[src/rtl/cp0_int_sequencer.sv]
// cp0_int_sequencer: sync + deglitch of the CP0 hardware interrupt pins, and
// scheduling of interrupt takes at a safe M-stage point.
//   in : clk, rst (async, active-low), int_raw, im_i, int_en_i,
//        validM, stallM, flush_exception_i
//   out: int_o (filtered), int_pending_o, int_id_o, int_take_o,
//        int_taken_id_o, busy_o
module cp0_int_sequencer #(
  parameter int NUM_INT        = 6,
  parameter int SYNC_STAGES    = 2,
  parameter int FILTER_LEN     = 4,
  parameter int HOLDOFF_CYCLES = 2
) (
  input  logic               clk,
  input  logic               rst,
  input  logic [NUM_INT-1:0] int_raw,
  input  logic [NUM_INT-1:0] im_i,
  input  logic               int_en_i,
  input  logic               validM,
  input  logic               stallM,
  input  logic               flush_exception_i,
  output logic [NUM_INT-1:0] int_o,
  output logic               int_pending_o,
  output logic [2:0]         int_id_o,
  output logic               int_take_o,
  output logic [2:0]         int_taken_id_o,
  output logic               busy_o
);

  localparam int CW = $clog2(FILTER_LEN + 1);
  localparam int HW = $clog2(HOLDOFF_CYCLES + 2);

  localparam logic [CW-1:0] CNT_MAX = CW'(FILTER_LEN - 1);
  localparam logic [HW-1:0] HOLD_LD = HW'(HOLDOFF_CYCLES - 1);

  typedef enum logic [1:0] {
    S_IDLE,
    S_ARMED,
    S_HOLD
  } state_t;

  // ---------------- input synchronisers ----------------
  logic [SYNC_STAGES-1:0][NUM_INT-1:0] sync_q;
  logic [SYNC_STAGES-1:0][NUM_INT-1:0] sync_d;
  logic [NUM_INT-1:0]                  s;

  assign sync_d = {sync_q[SYNC_STAGES-2:0], int_raw};
  assign s      = sync_q[SYNC_STAGES-1];

  always_ff @(posedge clk or negedge rst) begin
    if (!rst) begin
      sync_q <= '0;
    end else begin
      sync_q <= sync_d;
    end
  end

  // ---------------- deglitch filter ----------------
  // A line only flips once the synchronised value has disagreed with the
  // filtered level for FILTER_LEN consecutive samples.
  logic [NUM_INT-1:0][CW-1:0] cnt_q;
  logic [NUM_INT-1:0][CW-1:0] cnt_d;
  logic [NUM_INT-1:0]         filt_q;
  logic [NUM_INT-1:0]         filt_d;

  always_comb begin
    cnt_d  = cnt_q;
    filt_d = filt_q;
    for (int i = 0; i < NUM_INT; i++) begin
      if (s[i] == filt_q[i]) begin
        cnt_d[i] = '0;
      end else if (cnt_q[i] == CNT_MAX) begin
        filt_d[i] = s[i];
        cnt_d[i]  = '0;
      end else begin
        cnt_d[i] = cnt_q[i] + 1'b1;
      end
    end
  end

  always_ff @(posedge clk or negedge rst) begin
    if (!rst) begin
      cnt_q  <= '0;
      filt_q <= '0;
    end else begin
      cnt_q  <= cnt_d;
      filt_q <= filt_d;
    end
  end

  assign int_o = filt_q;

  // ---------------- priority ----------------
  logic [NUM_INT-1:0] act;
  logic [2:0]         id_c;

  assign act           = filt_q & im_i;
  assign int_pending_o = |act;

  // Ascending scan: the highest active index is the last one written.
  always_comb begin
    id_c = '0;
    for (int i = 0; i < NUM_INT; i++) begin
      if (act[i]) begin
        id_c = 3'(i);
      end
    end
  end

  assign int_id_o = id_c;

  // ---------------- take scheduler ----------------
  state_t          state_q;
  logic [HW-1:0]   hold_q;
  logic [2:0]      taken_q;
  logic            want;
  logic            safe;

  assign want = int_pending_o & int_en_i;
  assign safe = validM & ~stallM & ~flush_exception_i;

  // Mealy pulse: the take lands on the instruction sitting in M right now.
  assign int_take_o     = (state_q == S_ARMED) & want & safe;
  assign int_taken_id_o = taken_q;
  assign busy_o         = (state_q != S_IDLE);

  always_ff @(posedge clk or negedge rst) begin
    if (!rst) begin
      state_q <= S_IDLE;
      hold_q  <= '0;
      taken_q <= '0;
    end else begin
      unique case (state_q)
        S_IDLE: begin
          if (want) begin
            state_q <= S_ARMED;
          end
        end
        S_ARMED: begin
          if (!want) begin
            state_q <= S_IDLE;
          end else if (safe) begin
            taken_q <= id_c;
            if (HOLDOFF_CYCLES == 0) begin
              state_q <= S_IDLE;
            end else begin
              hold_q  <= HOLD_LD;
              state_q <= S_HOLD;
            end
          end
        end
        S_HOLD: begin
          if (hold_q == '0) begin
            state_q <= S_IDLE;
          end else begin
            hold_q <= hold_q - 1'b1;
          end
        end
        default: begin
          state_q <= S_IDLE;
        end
      endcase
    end
  end

endmodule

[config.mk]
export PLATFORM = sky130hd
export DESIGN_NAME = cp0_int_sequencer
export DESIGN_NICKNAME = d
export VERILOG_FILES = /design/src/rtl/cp0_int_sequencer.sv
export SDC_FILE = /design/constraint.sdc
export NUM_CORES = 1
export LEC_CHECK = 0
export BUFFER_PORTS_ARGS = -buffer_cell sky130_fd_sc_hd__buf_2
export CORE_ASPECT_RATIO = 1.5
export CORE_MARGIN = 5
export CORE_UTILIZATION = 30
export CTS_BUF_LIST = sky130_fd_sc_hd__clkbuf_16
export DETAILED_ROUTE_END_ITERATION = 16
export MAX_ROUTING_LAYER = met4
export PLACE_DENSITY = 0.54
export RECOVER_POWER = 100
export SLEW_MARGIN = 10
export SYNTH_ARGS = -nofsm -noshare
export SYNTH_HDL_FRONTEND = slang
export SYNTH_SLANG_ARGS = --single-unit
[constraint.sdc]
create_clock -name clk -period 1.71 [get_ports clk]
set_clock_uncertainty 0.05 [all_clocks]
set_input_delay 0.342 -clock clk [delete_from_list [all_inputs] [get_ports clk]]
set_output_delay 0.342 -clock clk [all_outputs]
set_load 0.01 [all_outputs]
==> Word level (Yosys, flattened, before mapping) <==
Cells that the tools add are included.
Widths: inputs -> output; s select.
{ "totals": {"regBits": 43, "output_inout_bits": 15} }
{ "op_classes": {"add_sub_neg": 7, "eq_ne": 20, "n_mux": 26, "bitwise": 14, "n_reduce_logical": 14} }
{ "ops": {"columns": ["operator", "n"], "rows": [
  ["$mux 3", 14],
  ["$add 3x1->3 const B", 6],
  ["$eq 3x2->1 const B", 6],
  ["$mux 2", 9],
  ["$reduce_and 2->1", 6],
  ["$ne 2x2->1 const B", 5],
  ["$not 1->1", 8],
  ["$and 6x6->6", 1],
  ["$eq 1x1->1", 6],
  ["$pmux 2 s3", 1],
  ["$reduce_and 3->1", 2],
  ["$reduce_or 6->1", 1],
  ["$and 1x1->1", 5],
  ["$logic_not 2->1", 2],
  ["$pmux 2 s2", 1],
  ["$reduce_and 4->1", 1],
  ["$reduce_bool 2->1", 2],
  ["$ne 3x3->1 const B", 1],
  ["$eq 2x1->1 const B", 1],
  ["$eq 2x2->1 const B", 1],
  ["$sub 2x1->2 const B", 1],
  ["$mux 1", 1]
]} }

==> Longest topological paths before layout <==
Gate-level depths: netlist (run 1).
{ "depth": {"ltp_word": 6, "mapped_depth": 6} }

==> Worst setup path after synthesis (run 1) <==
OpenSTA, ideal clock, no wires.
{ "synth_path": {"path_kind": "register -> register", "startpoint": "register filt_q[2], in the netlist int_o[2]", "endpoint": "register taken_q[0], in the netlist int_taken_id_o[0]", "arrival_time_ns": 1.409, "required_ns": 1.535, "path_slack_ns": 0.126, "path_stages_with_launch": 4, "period_less_slack_ns": 1.584, "path_cell_list": "dfrtp_1 a22oi_2 a311oi_4 mux2_4"} }
{ "synth_via": {"elab_chain_len": 5} }
{ "synth_lines": {"columns": ["element", "line_no", "source"], "rows": [
  ["from (decl)", "62", "logic [NUM_INT-1:0] filt_q;"],
  ["from (signal assigned)", "86", "filt_q <= filt_d;"],
  ["$and 6x6->6 (*)", "96", "assign act = filt_q & im_i;"],
  ["$mux 2 (2 in series)", "103", "if (act[i]) begin"],
  ["$mux 3 (2 in series)", "103", null],
  ["to (signal assigned)", "142", "taken_q <= id_c;"],
  ["to (decl)", "114", "logic [2:0] taken_q;"]
]} }
Mark *: on every way between the ends. The rest lies on a longest branch, timed or not.
A chain may end at the register's enable or synchronous reset.

==> Worst setup path in the final report (run 1) <==
{ "layout_path": {"startpoint": "register filt_q[4], in the netlist int_o[4]", "endpoint": "output int_take_o"} }
{ "layout_via": {"elab_chain_len": 5} }
{ "layout_lines": {"columns": ["element", "line_no", "source"], "rows": [
  ["$and 6x6->6", "96", null],
  ["$reduce_or 6->1", "97", "assign int_pending_o = |act;"],
  ["$and 1x1->1", "118", "assign want = int_pending_o & int_en_i;"],
  ["$and 1x1->1 (2 in series)", "122", "assign int_take_o = (state_q == S_ARMED) & want & safe;"],
  ["to (decl)", "24", "output logic int_take_o,"]
]} }
No other way between the ends.

==> out/qor.csv, run 1 <==
metric,value,unit
# DRC,0,
dominant cells by area after synthesis,"dfrtp_1, ha_1, nor3b_1, mux2_1, xnor2_1",
clk sinks,43,
most frequent cell after synthesis,dfrtp_1,
Int Power,2.45,mW
min-delay worst type,in -> reg,
die area,7130,sq um
Worst Tran Pin Value,942,ps
Synthesized Nets,140,
CP Max Fanout,3,
Worst setup endpoint,int_take_o,
Die Ht,101,microns
first-pass GRT wire length,5.07,mm
largest net degree at the start of global routing,44,
LEAKAGE,1.00,nW
"Remaining Overflow, GRT",0,
R2R Path End,int_taken_id_o[1],
"Clk Latency, worst-skew pair",280,ps
gr usage total,0.0948,
Post-synth top cells,"dfrtp_1, nor3b_1, nor2b_1",
NumNets Final,191,
maxcap violations,0,
adder-cell share of the synthesized area,0.0530,
fmax,0.583,GHz
hold slack,115,ps
via count,1063,
synthesized instance count,115,
Critical Path Source,int_o[4],
NetSw,1.07,mW
Final HPWL DP,2.27,mm
RePlAce Congestion,0.821,
routed wire length,3.00,mm
Setup CP Type,reg -> out,
simple-gate portion of the synthesized area,0.142,
Yosys reg bits,43,
"Hold Vio Cnt, Final",0,
failing checks,setup timing,
Clk pwr share,0.297,
ant diodes,0,
Max Slew Vio Count,0,
Setup crit end kind,output pin,
Setup Viol. Count Final,1,
worst vdd ir,0.562,mV
CTS buffer count,5,
site row count,33,
Switching Fraction,0.303,
CTS tree,done,
PwrDens,1640,nW/um^2
CORE AREA,5410,sq um
main combinational cell family by area after synthesis,simple AND/OR/NAND/NOR gates,
initial antenna violation count,0,
Cell variety after synth,25,
Port Buffers,32,
Reg power frac,0.409,
outcome,finished with violations,
"setup slack, reg-to-reg",80,ps
initial core utilization,0.306,
H-tree depth,2,
clock tree root buffer cell,clkbuf_16,
count of boundary I/O pins,33,
Post-synth EDFFs,0,
CTS Buffer Depth,2,
detailed router's first-iteration violation count,41,
1st-pass router iterations,3,
Worst-path clk slew,60,ps
R2R Path Start,int_o[4],
Syn Area/Cell,14.4,sq um
drt via density,4.49,
post-synthesis mux area share,0.0590,
Worst Reg-to-Reg Cells,6,
Final Cycle Share,1.00,
Util after Layout,0.395,
Required @ worst endpoint,1320,ps
crit path launch type,flip-flop,
area fraction in compound gates after synthesis,0.0567,
vias in the first global route,1154,
RSZ-0062 raised after global routing,yes,
"Worst Setup Slack, final",-4.08,ps
Die X-Extent,70.6,microns
Wirelength per Cell,12.7,microns
"Seq/Total Area, Yosys",0.651,
Max transition margin,0.372,
DP Cell Count,222,
combinational share of power,0.294,
Final TNS setup,-4.08,ps
area share of the largest cell type after synthesis,0.651,
crit path time final,1710,ps
ys flop type,dfrtp_1,
Mapped Area,1650,sq um
ys async rst share,1.00,
"antenna viol nets, final",0,
layout cell share with drive strength beyond 1,0.275,
"non-filler cells, final",237,
Critical Path AT,1320,ps
Layout area overhead,29.2,%
Synth Warn #,0,
Post-Synth XOR/XNOR Area,0.0318,
"area leader, netlist",dfrtp_1,
-- cell usage in the layout (no fill, tap or decap) --
cell	instances
dfrtp_1	41
buf_2	23
clkbuf_1	15
nor3b_1	10
nor2b_1	8
ha_1	7
xnor2_1	6
nor3_1	6
mux2_1	6
nor2_1	5
clkbuf_16	5
buf_4	5
nand2_1	4
a22oi_2	3
inv_1	2
a21oi_1	2
mux2_4	2
dfrtp_2	2
or2_2	1
inv_2	1
nand3_1	1
nand4bb_1	1
nand2b_4	1
a311oi_4	1
a32o_1	1
a22o_1	1
nand2b_1	1
o22ai_1	1
and3b_1	1
bufinv_16	1
clkinv_1	1
clkinv_2	1
dlygate4sd3_1	1
-- power groups by stage --
| stage | logic [mW] | clock network [mW] | registers, mW |
|---|---|---|---|
| 6_report | 1.03 | 1.04 | 1.44 |
| 5_1_grt | 1.17 | 1.11 | 1.47 |
| 4_1_cts | 1.13 | 1.07 | 1.45 |
| 3_5_place_dp | 1.01 | 0 | 1.49 |
| 3_3_place_gp | 0.951 | 0 | 1.47 |
| 2_1_floorplan | 0.575 | 0 | 1.50 |
-- critical path, stage by stage (launching register included) --
cell and delay [ps]:
dfrtp_1 380, a22oi_2 250, buf_4 170, a311oi_4 80
buf_2 160
-- per-layer routing --
metal	global-route usage	wire length, microns	up-vias
li1	-	-	501
met1	0.0898	1130	521
met2	0.164	1550	34
met3	0.0399	251	7
met4	0.0478	66	0
met5	-	0	-
-- worst min-delay path by stage --
stage	start	to	cells after the start
after floorplan	rst	cnt_q[0]	0
after CTS	int_raw[4]	sync_d[10]	1
final	int_raw[4]	sync_d[10]	1
after global routing	int_raw[1]	sync_d[7]	1
after detailed placement	rst	cnt_q[13]	2
after global placement	rst	cnt_q[14]	2
-- repair_timing --
action,in CTS,in global routing
setup endpoints to repair,4,4
buffers inserted,5,1
pin swaps,2,5
endpoints found under the hold margin,43,0
hold buffers,1,0
resized for setup,4,0
-- layout make-up --
class                           instances  area (sq um)
Fill cell                             549          3270
Clock inverter                          3          38.8
Timing Repair Buffer                   44           219
Clock buffer                            5           125
Multi-Input combinational cell         69           577
Sequential cell                        43          1080
Tap cell                               70          87.6
Inverter                                3          11.3
-- sequential cells by signal, summed over array words and instances, names as in the netlist --
signal          count
s                   6
cnt_q              18
hold_q              2
int_o               6
state_q             2
sync_d              6
int_taken_id_o      3
-- stage by stage --
stage	worst slack, ps	instance area, sq um	power [mW]
CTS	-11.5	2180	3.65
global placement	54.4	1950	2.42
detailed placement	13.1	1950	2.50
floorplan	126	1650	2.08
finish	-4.08	2140	3.51
global route	-67.4	2140	3.76
-- cell families (layout without fill, tap and decap cells) --
kind of cell             Yosys count  count (layout)
AND/OR/NAND/NOR                   39              39
multiplexers                       8               8
adder cells (fa/ha/maj)            7               7
AO/OA/AOI/OAI                      9               9
flip-flops                        43              43
buffers and inverters              3              55
XOR/XNOR                           6               6
(Power assumes the default switching activity.)
==> inputs of run 2 (changes only) <==
- SETUP_SLACK_MARGIN: default -> 0.02
==> run 2 against run 1 <==
Compared with the run above:
- the flow still finishes with violations (setup timing)
- design area unchanged
- critical path type unchanged
- wire length about the same
- sequential power about the same
- first-iteration DRC count decreased by 12%
==> out/qor.csv, run 2 (synthesized netlist as in run 1, its figures left out) <==
metric,value,unit
outcome,finished with violations,
failing checks,setup timing,
die area,7130,sq um
CTS buffer count,5,
hold slack,115,ps
ant diodes,0,
Int Power,2.45,mW
max FFs per register,18,
Sequential Area,1080,sq um
CORE AREA,5410,sq um
Worst Tran Pin Value,942,ps
Final HPWL DP,2.27,mm
vias in the first global route,1152,
combinational share of power,0.294,
Die X-Extent,70.6,microns
via count,1064,
Multi-input gate area,577,sq um
PwrDens,1640,nW/um^2
gr usage total,0.0953,
detailed router's first-iteration violation count,36,
Switching Fraction,0.303,
site row count,33,
Die Ht,101,microns
"Remaining Overflow, GRT",0,
Max transition margin,0.372,
clock tree root buffer cell,clkbuf_16,
Setup CP Type,reg -> out,
"antenna viol nets, final",0,
Layout area overhead,29.2,%
clk sinks,43,
"commonest non-fill, non-tap cell in the layout",dfrtp_1,
Clk pwr share,0.297,
Fillers,549,
DP Cell Count,222,
PnR Total Power,3.51,mW
crit path time final,1710,ps
routed wire length,3.00,mm
Critical Path AT,1320,ps
count of boundary I/O pins,33,
# DRC,0,
Hold Path Depth,1,
"Worst Setup Slack, final",-4.03,ps
Worst Reg-to-Reg Cells,6,
"setup slack, reg-to-reg",80,ps
Final Cycle Share,1.00,
"Hold Vio Cnt, Final",0,
initial core utilization,0.306,
Util after Layout,0.395,
RePlAce Congestion,0.821,
Required @ worst endpoint,1320,ps
Wirelength per Cell,12.7,microns
Setup crit end kind,output pin,
fmax,0.583,GHz
LEAKAGE,1.00,nW
min-delay worst type,in -> reg,
drt via density,4.49,
NumNets Final,191,
1st-pass router iterations,3,
first-pass GRT wire length,5.10,mm
R2R Path End,int_taken_id_o[1],
"non-filler cells, final",237,
CTS tree,done,
Final TNS setup,-4.03,ps
RSZ-0062 raised after global routing,yes,
Reg power frac,0.409,
R2R Path Start,int_o[4],
NetSw,1.06,mW
Worst-path clk slew,60,ps
CP Max Fanout,3,
crit path launch type,flip-flop,
Worst Hold End,sync_d[10],
hold_sp,int_raw[4],
Critical Path Source,int_o[4],
Port Buffers,32,
Max Slew Vio Count,0,
initial antenna violation count,0,
Biggest register,cnt_q,
largest net degree at the start of global routing,44,
layout cell share with drive strength beyond 1,0.275,
worst vdd ir,0.562,mV
CTS Buffer Depth,2,
H-tree depth,2,
maxcap violations,0,
Setup Viol. Count Final,1,
"commonest non-fill, non-tap cells in the layout","dfrtp_1, buf_2, clkbuf_1",
"Clk Latency, worst-skew pair",280,ps
## run 2: timing repair
item | CTS | global route
endpoints found under the hold margin | 43 | 0
gates resized for setup | 4 | 0
cloned | 0 | 0
setup endpoints to repair | 4 | 4
pin swaps | 3 | 3
hold buffers | 1 | 0
buffers inserted | 5 | 1
## run 2: worst max-delay path, cell delays in order, from the launching register on
cell and delay (ps):
dfrtp_1 380, a22oi_2 250, buf_4 170, a311oi_4 80, buf_2 160
## run 2: layout make-up
type	instances	area share
Sequential cell	43	0.505
Timing Repair Buffer	44	0.102
Inverter	3	0.00527
Clock inverter	3	0.0181
Multi-Input combinational cell	69	0.270
Tap cell	70	0.0410
Clock buffer	5	0.0585
## run 2: how the worst max path moves through the flow
stage	end	slack, ps	depth (start not counted)
detailed placement	int_taken_id_o[1]	10	5
global route	int_take_o	-70	4
floorplan	int_taken_id_o[0]	130	3
finish	int_take_o	-4	4
CTS	int_id_o[1]	-10	4
global placement	int_taken_id_o[1]	50	5
## run 2: per-layer routing
metal / vias up / part of all wire / track usage
li1: 501 / - / -
met1: 522 / 0.38 / 0.0910
met2: 34 / 0.52 / 0.164
met3: 7 / 0.084 / 0.0399
met4: 0 / 0.022 / 0.0478
met5: - / 0 / -
## run 2: through the flow
stage,setup WS (ps),area [sq um]
6_report,-4.03,2140
5_1_grt,-67.4,2140
4_1_cts,-11.5,2180
3_5_place_dp,13.1,1950
3_3_place_gp,54.4,1950
2_1_floorplan,126,1650
## run 2: power groups by stage
stage / sequential [mW] / combinational (mW) / clock, mW
final: 1.44 / 1.03 / 1.04
after global routing: 1.47 / 1.17 / 1.11
after CTS: 1.45 / 1.13 / 1.07
after detailed placement: 1.49 / 1.01 / 0
after global placement: 1.47 / 0.951 / 0
after floorplan: 1.50 / 0.575 / 0
==> inputs of run 3 (changes only) <==
- GPL_ROUTABILITY_DRIVEN: default -> 0
- PLACE_DENSITY: 0.54 -> 0.55
- clock period: 1.71 -> 1.5 ns (I/O delays scaled with it)
==> run 3 against run 2 <==
Compared with the run above:
- the run still ends with setup timing left
- die area unchanged
- via count increased by 1.5%
- sequential power increased by 14%
- count of clock-buffer cells in the layout unchanged
- wire length increased by 7.9%
- final cell count increased by 1.7%
- combinational power increased by 32%
- largest cell class unchanged
- largest power group unchanged
- highest routed layer unchanged
==> out/qor.csv, run 3 (synthesized netlist as in run 1, its figures left out) <==
metric,value,unit
"antenna viol nets, final",0,
# DRC,0,
initial core utilization,0.306,
layout cell share with drive strength beyond 1,0.368,
min-delay worst type,in -> reg,
Die Ht,101,microns
maxcap violations,0,
outcome,finished with violations,
initial antenna violation count,0,
CTS buffer count,5,
WP buf/inv,2,
Die X-Extent,70.6,microns
Wirelength per Cell,13.4,microns
1st-pass router iterations,4,
Final HPWL DP,2.37,mm
failing checks,setup timing,
detailed router's first-iteration violation count,26,
"slowest stage cell, crit path",dfrtp_1,
Biggest register,cnt_q,
Worst Tran Pin Value,587,ps
via count,1080,
Setup Viol. Count Final,9,
Setup CP Type,reg -> out,
routed wire length,3.24,mm
dpl ws,-133,ps
Max transition margin,0.609,
Required @ worst endpoint,1150,ps
"Hold Vio Cnt, Final",0,
Port Buffers,32,
crit path time final,1690,ps
"Design Area, Final",2260,sq um
Max Slew Vio Count,0,
"CP delay by family, top",flip-flops,
max incr delay on CP,390,ps
Layout area overhead,36.7,%
Final TNS setup,-1150,ps
site row count,33,
Worst-path clk slew,60,ps
H-tree depth,2,
Critical Path AT,1340,ps
CP Max Fanout,3,
Critical Path Source,int_o[4],
hold_sp,int_raw[3],
count of boundary I/O pins,33,
CP cell instances,a22oi_2 -> buf_4 -> a311oi_4 -> buf_2,
"commonest non-fill, non-tap cells in the layout","dfrtp_1, buf_2, nor3b_1",
ant diodes,0,
clock tree root buffer cell,clkbuf_16,
"commonest non-fill, non-tap cell in the layout",dfrtp_1,
die area,7130,sq um
Final Cycle Share,1.13,
RSZ-0062 raised after global routing,yes,
NumNets Final,195,
largest net degree at the start of global routing,44,
"Clk Latency, worst-skew pair",280,ps
LEAKAGE,1.07,nW
clk sinks,43,
worst vdd ir,0.676,mV
CTS Buffer Depth,2,
placement-stage cell area,1990,sq um
crit path launch type,flip-flop,
CORE AREA,5410,sq um
R2R Path Start,int_o[4],
drt via density,4.48,
Setup crit end kind,output pin,
gr usage total,0.101,
vias in the first global route,1196,
CTS tree,done,
"Remaining Overflow, GRT",0,
PwrDens,1860,nW/um^2
"Worst Setup Slack, final",-192,ps
max FFs per register,18,
first-pass GRT wire length,5.44,mm
fmax,0.591,GHz
==> run 3: worst paths after layout <==
check	end	slack, ps	depth (start not counted)
worst max register to register	int_taken_id_o[1]	-130	6
worst min-delay path	sync_d[9]	70	1
worst min register to register	s[4]	290	0
min in group asynchronous	int_taken_id_o[0]	620	3
max in group asynchronous	cnt_q[7]	380	3
worst max-delay path	int_take_o	-190	4
==> run 3: per-stage QoR <==
stage                     instances  hold slack [ps]   util  power (mW)
after CTS                       239             66.3  0.414        4.25
final                           241             73.9  0.418        4.20
after global routing            241             65.7  0.418        4.50
after floorplan                 115            -45.6      -        2.38
after global placement          226              235  0.367        2.86
after detailed placement        226              248  0.367        2.93
==> run 3: cell type report <==
cell class                      instances  area [sq um]
Sequential cell                        43          1080
Fill cell                             533          3150
Multi-Input combinational cell         69           612
Tap cell                               70          87.6
Inverter                                3          11.3
Clock inverter                          3          38.8
Timing Repair Buffer                   48           310
Clock buffer                            5           125
==> run 3: power by group <==
group	total (mW)	internal [mW]	switching (mW)
Sequential	1.64	1.46	0.183
Clock	1.20	0.776	0.423
Combinational	1.36	0.700	0.662
==> run 3: what timing repair did <==
action / CTS / global route
gates resized for setup: 8 / 9
setup buffers: 4 / 2
pin swaps: 6 / 3
hold buffers: 1 / 0
setup endpoints to repair: 7 / 12
endpoints found under the hold margin: 43 / 0
==> run 3: routing by layer <==
layer / global-route usage / vias up / routed length [microns]
li1: - / 510 / -
met1: 0.0971 / 538 / 1200
met2: 0.179 / 26 / 1780
met3: 0.0389 / 6 / 187
met4: 0.0463 / 0 / 67
met5: - / - / 0
